### config.mk
export PLATFORM = sky130hd
export DESIGN_NAME = load_store_unit
export DESIGN_NICKNAME = d
export VERILOG_FILES = /design/src/rtl/load_store_unit.sv
export SDC_FILE = /design/constraint.sdc
export NUM_CORES = 1
export LEC_CHECK = 0
export CELL_PAD_IN_SITES_DETAIL_PLACEMENT = 1
export CELL_PAD_IN_SITES_GLOBAL_PLACEMENT = 1
export CORE_MARGIN = 10
export CORE_UTILIZATION = 41
export CTS_CLUSTER_DIAMETER = 50
export DETAILED_ROUTE_END_ITERATION = 8
export PLACE_DENSITY = 0.85
export SETUP_SLACK_MARGIN = 0.02
export SYNTH_ARGS = -nofsm -noshare
export SYNTH_HDL_FRONTEND = slang
export SYNTH_SLANG_ARGS = --single-unit
### constraint.sdc
create_clock -name clock -period 9.2 [get_ports clock]
set_input_delay 2.3 -clock clock [delete_from_list [all_inputs] [get_ports clock]]
set_output_delay 2.3 -clock clock [all_outputs]
set_load 0.02 [all_outputs]
### src/rtl/load_store_unit.sv
// Data-memory initiator: one load/store at a time, misaligned accesses split
// into byte cycles, illegal or out-of-range requests faulted before memory.
module load_store_unit #(
  parameter int unsigned MEM_BYTES = 128
) (
  input  logic        clock,
  input  logic        reset,
  input  logic        req_valid,
  output logic        req_ready,
  input  logic        req_store,
  input  logic [1:0]  req_sfunc,
  input  logic [2:0]  req_lfunc,
  input  logic [31:0] req_address,
  input  logic [31:0] req_wdata,
  output logic        resp_valid,
  input  logic        resp_ready,
  output logic [31:0] resp_rdata,
  output logic        resp_fault,
  output logic        mem_we,
  output logic [1:0]  mem_func_in,
  output logic [2:0]  mem_func_out,
  output logic [31:0] mem_address,
  output logic [31:0] mem_data_in,
  input  logic [31:0] mem_data_out
);

  localparam logic [1:0] S_IDLE   = 2'd0;
  localparam logic [1:0] S_ACCESS = 2'd1;
  localparam logic [1:0] S_BYTES  = 2'd2;
  localparam logic [1:0] S_RESP   = 2'd3;

  logic [1:0]  state_q, state_d;
  logic        store_q, store_d;
  logic [1:0]  sfunc_q, sfunc_d;
  logic [2:0]  lfunc_q, lfunc_d;
  logic [31:0] addr_q, addr_d;
  logic [31:0] wdata_q, wdata_d;
  logic [2:0]  size_q, size_d;
  logic [2:0]  k_q, k_d;
  logic [31:0] rdata_q, rdata_d;
  logic        fault_q, fault_d;

  logic [2:0]  req_size;
  logic [1:0]  req_mask;
  logic [32:0] req_last;
  logic        req_illegal;
  logic        req_bad;
  logic        req_aligned;
  logic [31:0] lane;
  logic [7:0]  wbyte;

  function automatic logic [31:0] ext(input logic [2:0] f, input logic [31:0] r);
    logic [31:0] v;
    case (f)
      3'b000:  v = {{24{r[7]}}, r[7:0]};
      3'b001:  v = {{16{r[15]}}, r[15:0]};
      3'b100:  v = {24'd0, r[7:0]};
      3'b101:  v = {16'd0, r[15:0]};
      default: v = r;
    endcase
    return v;
  endfunction

  always_comb begin
    req_size = 3'd4;
    if (req_store) begin
      if (req_sfunc == 2'b00) req_size = 3'd1;
      else if (req_sfunc == 2'b01) req_size = 3'd2;
    end else begin
      if (req_lfunc[1:0] == 2'b00) req_size = 3'd1;
      else if (req_lfunc[1:0] == 2'b01) req_size = 3'd2;
    end
  end

  // 33-bit end address so requests near 2^32 cannot wrap into range
  assign req_last = {1'b0, req_address} + {30'd0, req_size} - 33'd1;
  assign req_illegal = req_store ? (req_sfunc == 2'b11)
                     : (req_lfunc == 3'b011 || req_lfunc[2:1] == 2'b11);
  assign req_bad = req_illegal || (req_last >= 33'(MEM_BYTES));
  assign req_mask = req_size[1:0] - 2'd1;
  assign req_aligned = (req_address[1:0] & req_mask) == 2'b00;

  assign lane  = mem_data_out >> {addr_q[1:0], 3'b000};
  assign wbyte = 8'(wdata_q >> {k_q[1:0], 3'b000});

  always_comb begin
    state_d = state_q;
    store_d = store_q;
    sfunc_d = sfunc_q;
    lfunc_d = lfunc_q;
    addr_d  = addr_q;
    wdata_d = wdata_q;
    size_d  = size_q;
    k_d     = k_q;
    rdata_d = rdata_q;
    fault_d = fault_q;
    unique case (state_q)
      S_IDLE: begin
        if (req_valid) begin
          store_d = req_store;
          sfunc_d = req_sfunc;
          lfunc_d = req_lfunc;
          addr_d  = req_address;
          wdata_d = req_wdata;
          size_d  = req_size;
          k_d     = 3'd0;
          rdata_d = 32'd0;
          fault_d = req_bad;
          if (req_bad) state_d = S_RESP;
          else if (req_aligned) state_d = S_ACCESS;
          else state_d = S_BYTES;
        end
      end
      S_ACCESS: begin
        if (!store_q) rdata_d = ext(lfunc_q, lane);
        state_d = S_RESP;
      end
      S_BYTES: begin
        // extra cycle after the last byte applies the extension
        if (k_q == size_q) begin
          rdata_d = ext(lfunc_q, rdata_q);
          state_d = S_RESP;
        end else begin
          k_d = k_q + 3'd1;
          if (!store_q)
            rdata_d = rdata_q
                    | ({24'd0, mem_data_out[7:0]} << {k_q[1:0], 3'b000});
        end
      end
      S_RESP: begin
        if (resp_ready) state_d = S_IDLE;
      end
      default: state_d = S_IDLE;
    endcase
  end

  always_comb begin
    mem_we       = 1'b0;
    mem_func_in  = 2'b00;
    mem_func_out = 3'b111;
    mem_address  = 32'd0;
    mem_data_in  = 32'd0;
    if (state_q == S_ACCESS) begin
      if (store_q) begin
        mem_we      = 1'b1;
        mem_func_in = sfunc_q;
        mem_address = addr_q;
        mem_data_in = wdata_q;
      end else begin
        mem_func_out = 3'b010;
        mem_address  = {addr_q[31:2], 2'b00};
      end
    end else if (state_q == S_BYTES && k_q != size_q) begin
      mem_address = addr_q + {29'd0, k_q};
      if (store_q) begin
        mem_we      = 1'b1;
        mem_data_in = {24'd0, wbyte};
      end else begin
        mem_func_out = 3'b100;
      end
    end
  end

  assign req_ready  = state_q == S_IDLE;
  assign resp_valid = state_q == S_RESP;
  assign resp_rdata = rdata_q;
  assign resp_fault = fault_q;

  always_ff @(posedge clock or posedge reset) begin
    if (reset) begin
      state_q <= S_IDLE;
      store_q <= 1'b0;
      sfunc_q <= 2'b00;
      lfunc_q <= 3'b000;
      addr_q  <= 32'd0;
      wdata_q <= 32'd0;
      size_q  <= 3'd0;
      k_q     <= 3'd0;
      rdata_q <= 32'd0;
      fault_q <= 1'b0;
    end else begin
      state_q <= state_d;
      store_q <= store_d;
      sfunc_q <= sfunc_d;
      lfunc_q <= lfunc_d;
      addr_q  <= addr_d;
      wdata_q <= wdata_d;
      size_q  <= size_d;
      k_q     <= k_d;
      rdata_q <= rdata_d;
      fault_q <= fault_d;
    end
  end

endmodule

==> results.toml <==
[run_status]
status = "completed"

[placement]
dp_cells = 1569
pre_cts_ws_ns = 2.68
gp_congestion = 0.928
post-dp-hpwl_mm = 26.5
io_buffers = 210
dpl_cell_area_um2 = 11400

[global_routing]
grt-ovfl-total = 0
antenna_found_initial = 0
grt_pass1_wl_mm = 54.3
grt_max_degree = 111
grt_pass1_vias = 9770
grt.total_usage_pct = 23.3

[die]
die-area_um2 = 28700
dieWidth_um = 170
core_area_um2 = 21900
die_h_um = 170
num_rows = 54
io_pins = 211
start_util_pct = 41.9

[layout]
drive_above_1_share_pct = 7.43
multiInputGateArea_um2 = 5820
regArea_um2 = 2780
design_area_um2 = 11700
area_growth_pct = 27.3
antennaDiodeCount = 0
fill_cells = 2626
mostFrequentLayoutCells = "210 x clkdlybuf4s50_1, 136 x a21oi_1, 130 x nand2_1"
final_common_cell = "clkdlybuf4s50_1"
fin_cells = 1585
fin_util_pct = 53.3
num-nets-final = 1451

[critical_path]
slowest_delay_ns = 0.91
end_kind = "output pin"
critical_path_arrival_ns = 4.60
critical_path.cell_chain = "ha_1, fa_1, a21oi_1, nor3b_1, and4_1, nand3_1, or3_1, or3_1, a21oi_1, clkdlybuf4s50_1"
crit_slowest_cell = "dfrtp_1"
worstSetupPathType = "reg -> out"
r2r_slack_ns = 6.02
path_buf_inv = 1
cp_max_fo = 19
worstPathRequired_ns = 6.90
cp_top_family = "simple AND/OR/NAND/NOR gates"
critPathLaunchType = "flop"

[synth]
synth-edff-count = 0
synth-seq-cells = 111
yosysSeqAreaShare_pct = 30.3
synth_top_flop_cell = "dfrtp_1"
yosysUniqueCellTypes = 80
ys_warn_count = 0
async_reset_ff_share_pct = 100
syn_avg_cell_area_um2 = 7.98
synthCells = 1149
synth_area_um2 = 9170
syn_nets = 1300

[sta]
max_freq_ghz = 0.145
period_minus_slack_ns = 6.90
hold_viol = 0
rsz0062_at_grt = "false"
worst_slack_ns = 2.30
period_share_pct = 75.0
relSlewSlack_pct = 5.68
fin_skew_ns = 0.0135
timing.hold.ws_ns = 0.510
setup_viol = 0
tightest_slew_ns = 1.41
maxSlewViolCount = 0
finalSetupTns_ns = 0

[clock_tree]
clock-sinks = 111
clock-root-buffer = "clkbuf_16"
clkTransAtPathRegs_ns = 0.09
hold_buffers = 0
clk_path_buf_depth = 2
post_cts_buffers = 0
cts.repair.resized = 0
numCtsBuffers = 9
clk-insertion-delay-late_ns = 0.37
cts_htree_levels = 3
cts_tree = "done"

[detailed_routing]
vias_per_cell = 5.97
wl_met1_mm = 14.3
num_vias = 9459
met3_length_mm = 2.04
drt_iter0_markers = 786
highest_layer = "met4"
wl_per_cell_um = 21.8
drc_errors = 0
wl_met2_mm = 17.2
postRouteAntennaNets = 0
wl_mm = 34.6
drt_pre_antenna_iters = 7

[power_and_ir_drop]
ir_worst_vdd_v = 0.000197
leakage_nw = 4.82
power_mw = 3.53
cellPowerDensity_nw_per_um2 = 303

[min_path]
hp-class = "reg -> reg"

[job]
drv_cap = 0
[final cells by class]
class                           instances  area share, %
Multi-Input combinational cell        893           49.9
Clock inverter                          7          0.686
Tap cell                              280           3.00
Clock buffer                            9           1.93
Sequential cell                       111           23.8
Inverter                               68           2.21
Timing Repair Buffer                  217           18.5
[routing by layer]
metal,track usage (%),vias up
li1,-,4429
met4,7.88,0
met1,28.3,4668
met3,4.26,58
met5,0,-
met2,40.5,304
[final timing paths]
path                           start              end  depth (start not counted)
setup / recovery              k_q[0]  mem_address[30]                         10
hold / removal             size_q[1]        size_q[1]                          2
setup reg to reg              k_q[0]   resp_rdata[28]                          8
hold reg to reg            size_q[1]        size_q[1]                          2
max in group asynchronous      reset   resp_rdata[14]                          3
min in group asynchronous      reset      wdata_q[14]                          2
[worst register-to-register path: cells and delay by family, from the launching register on]
family          cells  cell delay [ns]
compound gates      4             0.96
xor+xnor            1             0.18
buf+inv             1             0.34
flops               1             0.91
simple gates        2             0.65
[flip-flops by register name (all words and copies together), names as in the netlist]
register / count
wdata_q: 32
store_q: 1
resp_rdata: 32
size_q: 3
sfunc_q: 2
state_q: 2
resp_fault: 1
k_q: 3
addr_q: 32
lfunc_q: 3
[logic make-up (layout without fill, tap and decap cells)]
group                      after synthesis  count (layout)  synth area share [%]
AOI/OAI and AO/OA                      376             376                  25.2
and+or+nand+nor                        363             363                  18.8
buffers and inverters                  145             301                  6.29
DFF                                    111             111                  30.3
muxes                                   73              73                  9.68
adders and majority gates               45              45                  6.31
xor gates and xnor gates                36              36                  3.44
[report_power, final]
part           switching [mW]  leakage (nW)  internal [mW]
combinational            1.23          3.27          0.883
sequential              0.281          1.40          0.712
clock                   0.226         0.146          0.197
[synthesized netlist by cell type, types with 9 or more instances]
| cell type | instances | area (um2) |
|---|---|---|
| o22ai_1 | 9 | 56.3 |
| and3_1 | 35 | 219 |
| a22o_1 | 10 | 87.6 |
| o31ai_1 | 11 | 82.6 |
| dfrtp_1 | 111 | 2780 |
| nand2_1 | 131 | 492 |
| xor2_1 | 18 | 158 |
| xnor2_1 | 18 | 158 |
| nor2_1 | 79 | 297 |
| a21oi_1 | 137 | 686 |
| nand4_1 | 19 | 119 |
| buf_1 | 10 | 37.5 |
| nor3_1 | 15 | 75.1 |
| o21ai_1 | 10 | 50.1 |
| mux2_2 | 45 | 507 |
| mux2i_1 | 20 | 200 |
| nand3_1 | 30 | 150 |
| o21ai_0 | 107 | 536 |
| ha_1 | 43 | 538 |
| clkbuf_1 | 57 | 214 |
| a211oi_1 | 12 | 90.1 |
| inv_1 | 67 | 251 |
(Power assumes the default switching activity.)
